`src/rtl/add_tc_sched.sv`:
```
// add_tc_sched
// Round-robin scheduler that shares one 32-bit two's-complement adder among
// NREQ requesters. The grant is combinational, the sum is registered into a
// single-entry output stage, and that stage is tagged with the requester ID
// and a signed-overflow flag.
//
// Parameters
//   NREQ  number of requesters (2..16)
//   IDW   result ID width, derived from NREQ (not meant to be overridden)
//
// Ports
//   clk        rising-edge clock
//   rst        asynchronous, active-high reset
//   req_valid  per-requester valid
//   req_ready  one-hot grant (all zero when the output stage cannot accept)
//   req_a      packed signed operand A, lane i at [32*i+31:32*i]
//   req_b      packed signed operand B, same packing
//   res_valid  output stage holds a result
//   res_ready  consumer accepts the result
//   res_data   signed sum (saturated when ADD_TC_SAT_EN is defined)
//   res_id     index of the requester that produced res_data
//   res_ovf    signed overflow on this add
//   op_cnt     count of accepted requests, wraps at 2^32
//
// Build option
//   ADD_TC_SAT_EN  when defined, res_data clamps to the signed extremes on
//                  overflow; otherwise it is the wrapped sum. res_ovf is
//                  reported either way.
module add_tc_sched #(
    parameter int NREQ = 4,
    localparam int IDW = $clog2(NREQ)
) (
    input  logic                   clk,
    input  logic                   rst,
    input  logic [NREQ-1:0]        req_valid,
    output logic [NREQ-1:0]        req_ready,
    input  logic [NREQ*32-1:0]     req_a,
    input  logic [NREQ*32-1:0]     req_b,
    output logic                   res_valid,
    input  logic                   res_ready,
    output logic signed [31:0]     res_data,
    output logic [IDW-1:0]         res_id,
    output logic                   res_ovf,
    output logic [31:0]            op_cnt
);

    localparam int DATA_W = 32;

    typedef enum logic {
        EMPTY = 1'b0,
        FULL  = 1'b1
    } state_t;

    state_t                    state;
    logic [IDW-1:0]            ptr;

    logic signed [DATA_W-1:0]  a_arr [NREQ];
    logic signed [DATA_W-1:0]  b_arr [NREQ];

    logic                      found;
    logic [IDW-1:0]            gnt_idx;
    logic [NREQ-1:0]           gnt_oh;
    logic [IDW-1:0]            cand;
    int                        cand_i;
    logic                      acc;
    logic                      xfer;

    logic signed [DATA_W-1:0]  a_p0;
    logic signed [DATA_W-1:0]  b_p0;
    logic signed [DATA_W-1:0]  sum_p0;
    logic signed [DATA_W-1:0]  data_p0;
    logic                      ovf_p0;

    // Signed overflow: operands agree in sign but the wrapped sum does not.
    function automatic logic add_ovf(input logic signed [DATA_W-1:0] a,
                                     input logic signed [DATA_W-1:0] b,
                                     input logic signed [DATA_W-1:0] s);
        return (a[DATA_W-1] == b[DATA_W-1]) && (s[DATA_W-1] != a[DATA_W-1]);
    endfunction

`ifdef ADD_TC_SAT_EN
    // Clamp toward the sign of operand A; on overflow both operands share it.
    function automatic logic signed [DATA_W-1:0] sat_s(input logic signed [DATA_W-1:0] wrap,
                                                       input logic                     ovf,
                                                       input logic                     neg);
        if (!ovf)
            return wrap;
        else if (neg)
            return {1'b1, {(DATA_W-1){1'b0}}};
        else
            return {1'b0, {(DATA_W-1){1'b1}}};
    endfunction
`endif

    always_comb begin
        for (int i = 0; i < NREQ; i++) begin
            a_arr[i] = req_a[i*DATA_W +: DATA_W];
            b_arr[i] = req_b[i*DATA_W +: DATA_W];
        end
    end

    // Rotating priority search starting just after the last granted index.
    always_comb begin
        found   = 1'b0;
        gnt_idx = '0;
        cand    = '0;
        cand_i  = 0;
        for (int k = 1; k <= NREQ; k++) begin
            cand_i = int'(ptr) + k;
            if (cand_i >= NREQ)
                cand_i = cand_i - NREQ;
            cand = cand_i[IDW-1:0];
            if (!found && req_valid[cand]) begin
                found   = 1'b1;
                gnt_idx = cand;
            end
        end
        gnt_oh = found ? (NREQ'(1) << gnt_idx) : '0;
    end

    // The output stage can take new data when empty or when it is being drained
    // this cycle; this is the res_ready -> req_ready combinational path.
    assign acc       = (state == EMPTY) || res_ready;
    assign xfer      = found && acc && !rst;
    assign req_ready = xfer ? gnt_oh : '0;

    // Stage 0: operand select and add for the granted requester.
    always_comb begin
        a_p0   = a_arr[gnt_idx];
        b_p0   = b_arr[gnt_idx];
        sum_p0 = a_p0 + b_p0;
        ovf_p0 = add_ovf(a_p0, b_p0, sum_p0);
`ifdef ADD_TC_SAT_EN
        data_p0 = sat_s(sum_p0, ovf_p0, a_p0[DATA_W-1]);
`else
        data_p0 = sum_p0;
`endif
    end

    // Stage 1: registered output and control FSM.
    always_ff @(posedge clk or posedge rst) begin
        if (rst) begin
            state     <= EMPTY;
            res_valid <= 1'b0;
            res_data  <= '0;
            res_id    <= '0;
            res_ovf   <= 1'b0;
            op_cnt    <= '0;
            ptr       <= IDW'(NREQ - 1);
        end else begin
            if (xfer) begin
                res_data <= data_p0;
                res_id   <= gnt_idx;
                res_ovf  <= ovf_p0;
                ptr      <= gnt_idx;
                op_cnt   <= op_cnt + 32'd1;
            end
            case (state)
                EMPTY: begin
                    if (xfer) begin
                        state     <= FULL;
                        res_valid <= 1'b1;
                    end
                end
                FULL: begin
                    if (res_ready && !xfer) begin
                        state     <= EMPTY;
                        res_valid <= 1'b0;
                    end
                end
                default: begin
                    state     <= EMPTY;
                    res_valid <= 1'b0;
                end
            endcase
        end
    end

endmodule

```
`config.mk`:
```
export PLATFORM = sky130hd
export DESIGN_NAME = add_tc_sched
export DESIGN_NICKNAME = d
export VERILOG_FILES = /design/src/rtl/add_tc_sched.sv
export SDC_FILE = /design/constraint.sdc
export NUM_CORES = 1
export LEC_CHECK = 0
export BUFFER_PORTS_ARGS = -buffer_cell sky130_fd_sc_hd__buf_2
export CORE_MARGIN = 8
export CORE_UTILIZATION = 38
export DETAILED_ROUTE_END_ITERATION = 10
export GPL_TIMING_DRIVEN = 1
export PLACE_DENSITY = 0.69
export SETUP_SLACK_MARGIN = 0.5
export SYNTH_ARGS = -nofsm -noshare
export SYNTH_HDL_FRONTEND = slang
export SYNTH_SLANG_ARGS = --single-unit
```
`constraint.sdc`:
```
create_clock -name clk -period 5 [get_ports clk]
set_input_delay 0.75 -clock clk [delete_from_list [all_inputs] [get_ports clk]]
set_output_delay 0.75 -clock clk [all_outputs]
set_load 0.01 [all_outputs]
```
## After elaboration in Yosys (flattened, before gate mapping)

Cells that the tools add are included.

| storage, ports and cells | value |
|---|---|
| memories | 0 |
| latch bits | 0 |
| output and inout bits | 72 |
| input bits | 263 |
| memory bits (read-only) | 0 |
| bits in writable memories | 0 |
| bits in registers | 71 |
| logic and storage cells | 81 |

| operators by class | value |
|---|---|
| equal/unequal tests | 4 |
| add/subtract/negate cells | 10 |
| divide/modulo/power cells | 0 |
| shift-type cells | 1 |
| multipliers | 0 |
| magnitude comparators | 9 |
| bitwise gates (word level) | 2 |
| muxes and demuxes | 34 |
| reduce and logical (&&, ||, !) cells | 14 |

Operators with widths:

| cell | count |
|---|---|
| binary-select mux 32 bit (select 2 bit) | 2 |
| 2-to-1 mux 32 bit | 4 |
| adder 32 x 1 -> 32 bit (second input constant) | 1 |
| adder 32 bit | 1 |
| 2-to-1 mux 2 bit | 8 |
| >= comparator 3 bit (second input constant) | 4 |
| less-than comparator 2 x 3 -> 1 bit (second input constant) | 4 |
| 2-to-1 mux 1 bit | 12 |
| binary-select mux 1 bit (select 2 bit) | 4 |
| 2-to-1 mux 4 bit | 2 |
| subtractor 2 x 1 -> 2 bit (second input constant) | 4 |
| logical AND 1 bit | 7 |
| adder 2 x 2 -> 3 bit (second input constant) | 2 |
| zero test 1 bit | 5 |
| adder 2 x 3 -> 4 bit (second input constant) | 1 |
| >= comparator 4 x 3 -> 1 bit (second input constant) | 1 |
| one-hot mux 1 bit (2 select lines) | 2 |
| << shifter 1 x 2 -> 4 bit (first input constant) | 1 |
| adder 2 x 1 -> 3 bit (second input constant) | 1 |
| NOT 2 -> 3 bit | 1 |
| inequality test 2 x 1 -> 1 bit (second input constant) | 1 |
| inequality test 2 bit (second input constant) | 1 |
| AND reduction 2 bit | 1 |
| == test 1 bit | 1 |
| other kinds (3) | 3 |

## Depth between registers and ports, before layout

| depth | value |
|---|---|
| depth in word-level cells | 22 |
| mapped depth | 17 |
| gate-level depth less buffers | 15 |

## Worst setup path before layout

OpenSTA, ideal clock, no wires.

| timing | value |
|---|---|
| kind | in2reg |
| start | input port req_valid[2] |
| end | register res_ovf |
| data required time | 4.918 ns |
| arrival | 4.057 ns |
| setup slack | 0.861 ns |
| cell stages on the path | 16 |
| buffers on the path | 2 |
| library setup time | 0.082 ns |
| cells stage by stage | nand2b_1 a21boi_0 o21ai_1 clkbuf_1 buf_1 a211oi_1 a31oi_1 ha_1 a21oi_1 nand4b_1 a31oi_2 a21o_1 o31ai_2 o211ai_2 a211o_1 a31oi_1 |

| on the way | value |
|---|---|
| word-level cells in the longest chain between the ends | 19 |
| elaborated cells on any way between the ends | 35 |
| those cells by class | 1 x add/sub; 2 x eq/ne; 22 x mux; 1 x bitwise; 9 x reduce/logical |

RTL lines:

| item | RTL line | text |
|---|---|---|
| from (decl) | 35 | `input logic [NREQ-1:0] req_valid,` |
| binary-select mux 1 bit (select 2 bit) | 113 | `if (!found && req_valid[cand]) begin` |
| 2-to-1 mux 1 bit (not written as such) | 113 |  |
| 2-to-1 mux 1 bit | 113 |  |
| zero test 1 bit | 113 |  |
| logical AND 1 bit | 113 |  |
| 2-to-1 mux 1 bit | 113 |  |
| zero test 1 bit | 113 |  |
| logical AND 1 bit | 113 |  |
| [2 not listed] | -- |  |
| logical AND 1 bit | 113 |  |
| 2-to-1 mux 2 bit | 113 |  |
| NOT 2 -> 3 bit (not written as such) | 129, 130 |  |
| binary-select mux 32 bit (select 2 bit), on equally long branches | 129, 130 |  |
| 2-to-1 mux 32 bit, on equally long branches (2 in a row) | 129, 130 |  |
| adder 32 bit | 131 | `sum_p0 = a_p0 + b_p0;` |
| inequality test 1 bit | 78 | `return (a[DATA_W-1] == b[DATA_W-1]) && (s[DATA_W-1] != a[DATA_W-1]);` |
| logical AND 1 bit | 78 |  |
| to (signal assigned) | 154 | `res_ovf <= ovf_p0;` |
| to (decl) | 43 | `output logic res_ovf,` |

Several ways; a longest one is shown, not always the timed one. The select of a mux whose other input is x is not followed.
A chain may end at the register's enable or synchronous reset.

## Worst setup path after layout

| timing | value |
|---|---|
| start | input port req_valid[0] |
| end | register res_data[29] |

| on the way | value |
|---|---|
| word-level cells in the longest chain between the ends | 17 |
| elaborated cells on any way between the ends | 32 |
| those cells by class | 1 x add/sub; 22 x mux; 1 x bitwise; 8 x reduce/logical |

RTL lines:

| item | RTL line | text |
|---|---|---|
| binary-select mux 1 bit (select 2 bit) | 113 |  |
| 2-to-1 mux 1 bit (not written as such) | 113 |  |
| 2-to-1 mux 1 bit | 113 |  |
| zero test 1 bit | 113 |  |
| logical AND 1 bit | 113 |  |
| 2-to-1 mux 1 bit | 113 |  |
| zero test 1 bit | 113 |  |
| logical AND 1 bit | 113 |  |
| 2-to-1 mux 1 bit | 113 |  |
| zero test 1 bit | 113 |  |
| logical AND 1 bit | 113 |  |
| 2-to-1 mux 2 bit | 113 |  |
| NOT 2 -> 3 bit (not written as such) | 129, 130 |  |
| binary-select mux 32 bit (select 2 bit), on equally long branches | 129, 130 |  |
| 2-to-1 mux 32 bit, on equally long branches (2 in a row) | 129, 130 |  |
| adder 32 bit | 131 |  |
| to (signal assigned) | 152 | `res_data <= data_p0;` |
| to (decl) | 41 | `output logic signed [31:0] res_data,` |

Several ways; a longest one is shown, not always the timed one. The select of a mux whose other input is x is not followed.

==> impl.org <==
** Pwr
- Combinational logic burns 65.4% of the power.
- Int Pwr :: between 2000 and 2500 µW
- Leakage power total :: about 0.0045 µW
- Power spread over the standard cell area amounts to 494 nW/µm².
- In this run, the clock network consumes ~15% of the power.
- IR analysis of the VDD net gives a maximum drop of 0.000227 V.
- Relative contribution of sequential cells to total power :: 19.4%
- Switch share :: 46.4%
- Sw power :: 2040 µW

** Yosys
- Largest family of logic cells by synthesized area :: compound AO/OA/AOI/OAI gates
- Area share of and/or/nand/nor cells after synthesis :: roughly a quarter
- After Yosys synthesis, full adders, half adders and majority gates account for roughly 6.4% of the synthesized area.
- Summing every instance area after synthesis gives between 6000 and 7000 µm².
- A synthesized cell averages 7.67 µm².
- Number of distinct library cell variants in the gate-level netlist after synthesis :: between 60 and 70
- The synthesized design contains 71 register bits.
- Async S/R FF share, synth :: 100%
- Post-synth net total :: 1148
- Post-synth EDFFs :: 0
- Measured against the total synthesized area, the mux share comes to 1.46%.
- Cell count after synthesis :: 852
- Post-Synth XOR/XNOR Area :: 7.51%
- Sequential element share of the synthesized area :: 27.2%
- Yosys printed 0 warnings.
- Dominant register cell in the synthesized netlist :: dfrtp_1
- Synth Area in Compound Gates :: 27.3%

** CTS
- Clock latency on the worst-skew pair, taken at its later pin, is 0.33 ns.
- The clock net in this run drives a total of 71 sinks.
- TritonCTS built the clock tree.
- Clock-pin slew reported for the worst setup and hold paths after clock tree synthesis :: 0.06 ns
- Hold repair after CTS inserted 0 buffers.
- No sink is reached through more buffers than the 2 on the longest clock path.
- H-tree depth :: 3
- Clock buffers created by TritonCTS :: 9
- Root cell of the clock tree :: clkbuf_16

** Critical path
- Gate family responsible for the most delay along the worst path :: compound AO/OA/AOI/OAI gates
- Worst EP arrival :: 4.47 ns
- Origin of the critical flop-to-flop path :: ptr[0]$_DFFE_PP1P_
- Across all register-to-register paths, the minimum setup slack is approximately 0.8 ns.
- The number of cells on the worst reg-to-reg path is 15.
- Slowest cell delay on critical path :: 0.47 ns
- Tracing the worst setup path back leads to its startpoint at req_valid[0].
- Capture point of the worst reg-to-reg path :: res_data[29]$_DFFE_PP0P_
- STA classifies the critical path endpoint as a flop.
- The slowest stage of the critical path is the or4_1 cell.
- Cells traversed along the worst timing path :: buf_2 -> a21o_1 -> a31o_4 -> buf_4 -> and2_1 -> a211oi_1 -> a31oi_1 -> ha_1 -> a21o_1 -> nand2_1 -> a31oi_2 -> a21o_1 -> a211oi_2 -> o31a_1 -> or4_1 -> nand3_1
- Buffers & Inverters on Critical Path :: 2
- WP data required :: 5.26 ns
- STA classifies the critical path startpoint as a primary input.
- Critical path type :: primary input to flop
- Among the stages of the critical path, the cell type that occurs most often is a21o_1.
- Maximum fanout count along the critical path :: 21

** Floorplanning
- From left edge to right edge, the die measures 147 µm.
- Top-level port count :: 335
- Core region area :: 17100 µm²
- From bottom edge to top edge, the die measures 147 µm.
- The die covers 21600 µm².
- Cell row count :: 48
- For this configuration, the core starts out at a cell density of 38.3%.

** GRT
- Entering global routing, the biggest net connects 58 pins.
- The number of antenna violations at the first check in global routing is 0.
- The first global-routing pass estimated 38200 µm of wire.
- Across every metal layer, demand over resource in global routing totals 21.7%.
- Vias in the first global route :: 7413
- Remaining global-route overflow :: 0

** Timing
- RSZ-0062 raised after global routing :: no
- Final setup viols :: 0
- For the pin with the worst max-slew slack, the measured transition is 0.716 ns.
- For the final database, setup skew stands at 0.00748 ns.
- Setup total negative slack on the finished layout was measured at 0 ns.
- Part of the cycle the worst path needs :: 84.3%
- Number of max-slew violations in the final report :: 0
- Measured against its own limit, the worst slew margin works out to 52.2%.
- For this run, the top clock speed supported by timing is 237 MHz.
- The final count of hold timing violations is 0.
- The worst path needs 4.22 ns of the cycle, external delays included.

** Place
- In this run the cell area measured after placement is 8480 µm².
- The wire-length estimate of the detail-placed layout is 20000 µm.
- The count of buffers added on input and output ports is approximately 330.
- RePlAce Congestion :: 0.921

** Finish
- Layout cell share with drive strength beyond 1 :: between 30% and 40%
- The finished cells cover 8890 µm².
- NumNets Final :: 1466
- Antenna Diode Count :: 0
- Area growth from synthesis to layout :: 36.1%

** Worst hold path
- In this run the most critical hold path is launched from op_cnt[31]$_DFFE_PP0P_.
- Classification of the worst-slack hold path :: flop to flop
- Counting instances, the worst hold path has a depth of 1.
- The worst hold path terminates at op_cnt[31]$_DFFE_PP0P_.

** Drt
- Drt first pass iters :: 6
- Detailed-route wire length :: around 25000 µm
- The detailed router finished its first iteration with 456 violations.
- Antenna-violating nets left :: 0
- Total vias in the final route :: 7541
- Dividing the detail-routed via count by the number of cells gives 5.39.
- Routed WL per cell :: 18.1 µm
- Remaining design rule violation count :: 0

** Flow run
- Number of maximum-capacitance constraint violations :: 0

** Run status
- The run finished with clean final reports.
==> sequential cells by signal (all words and copies together), names as in the netlist <==
register   count
op_cnt        32
ptr            2
res_ovf        1
res_valid      1
res_id         2
res_data      32
state          1
==> through the flow <==
stage / std cells / hold WS [ns] / utilization [%] / total power, µW / worst slack [ns]
6_report: 1399 / 0.466 / 52.1 / 4390 / 0.785
5_1_grt: 1399 / 0.493 / 52.1 / 4750 / 0.539
4_1_cts: 1392 / 0.467 / 51.6 / 4340 / 0.608
3_5_place_dp: 1377 / 0.460 / 49.7 / 3650 / 0.265
3_3_place_gp: 1377 / 0.451 / 49.7 / 3620 / 0.374
2_1_floorplan: 852 / 0.458 / - / 2770 / 0.861
==> worst max-delay path by stage <==
stage                          endpoint  slack [ns]  cells past startpoint
2_1_floorplan       res_ovf$_DFFE_PP0P_        0.86                     16
3_3_place_gp        res_ovf$_DFFE_PP0P_        0.37                     16
3_5_place_dp        res_ovf$_DFFE_PP0P_        0.27                     16
4_1_cts             res_ovf$_DFFE_PP0P_        0.61                     16
5_1_grt        res_data[26]$_DFFE_PP0P_        0.54                     15
6_report       res_data[29]$_DFFE_PP0P_        0.78                     16
==> cell families after synthesis <==
group / Yosys count
DFF: 71
xor gates and xnor gates: 56
AOI/OAI and AO/OA: 257
muxes: 9
and+or+nand+nor: 359
buffers and inverters: 67
adders and majority gates: 33
==> metal layers <==
metal	GRT usage [%]	wire length (µm)
met3	4.80	1900
met1	27.7	11000
met2	35.8	11900
met4	6.63	555
met5	0	0
==> Yosys cell counts, types with 6 or more instances <==
master,number,area share (%)
o21ai_1,9,0.69
nand2_1,190,11
nand3_1,20,1.5
buf_1,12,0.69
nor3_1,7,0.54
o21a_1,6,0.69
dfrtp_1,69,26
clkbuf_1,40,2.3
nor2_1,28,1.6
a211oi_1,65,7.5
and2_1,63,6.0
xnor2_1,35,4.7
nand4_1,15,1.4
a21o_1,24,2.8
a21oi_1,28,2.1
a31oi_1,67,6.4
and3_1,13,1.2
o21ai_0,27,2.1
inv_1,13,0.75
mux2i_1,7,1.1
xor2_1,21,2.8
ha_1,32,6.1
==> layout by cell type, fill, tap and decap left out, drive strengths merged, types with 21 or more instances in the layout <==
master  instances
buf           359
nand2         191
dfrtp          69
a31oi          69
a211oi         66
and2           65
o21ai          38
xnor2          35
ha             32
a21oi          28
nor2           28
a21o           24
xor2           21
==> power groups by stage <==
stage	Combinational (µW)	Sequential (µW)	Clock, µW
2_1_floorplan	1850	920	0
3_3_place_gp	2770	854	0
3_5_place_dp	2790	862	0
4_1_cts	2800	852	683
5_1_grt	3170	873	713
6_report	2870	851	670
==> worst reg2reg max path, cell delays in order (launching register included) <==
cell      delay, ns
dfstp_2        0.56
nand2b_1       0.22
a31o_4         0.42
buf_4          0.21
and2_1         0.15
a211oi_1       0.22
a31oi_1        0.09
ha_1           0.39
a21o_1         0.14
nand2_1        0.07
a31oi_2        0.28
a21o_1         0.32
a211oi_2       0.17
o31a_1         0.35
or4_1          0.47
nand3_1        0.08
==> area by class of cell <==
class                   instances  area (µm²)
clock buffers                   9         225
clock inverters                 6        86.3
fillers                      1689        8170
inverters                      13        48.8
multi-input cells             716        4570
flip-flops and latches         71        1780
well taps                     225         282
repair buffers                359        1900
==> what timing repair did <==
item                       4_1_cts  5_1_grt
resized for setup                0        6
buffers inserted                 0        5
setup endpoints to repair        0        7
Power figures use the tool's default switching activity.
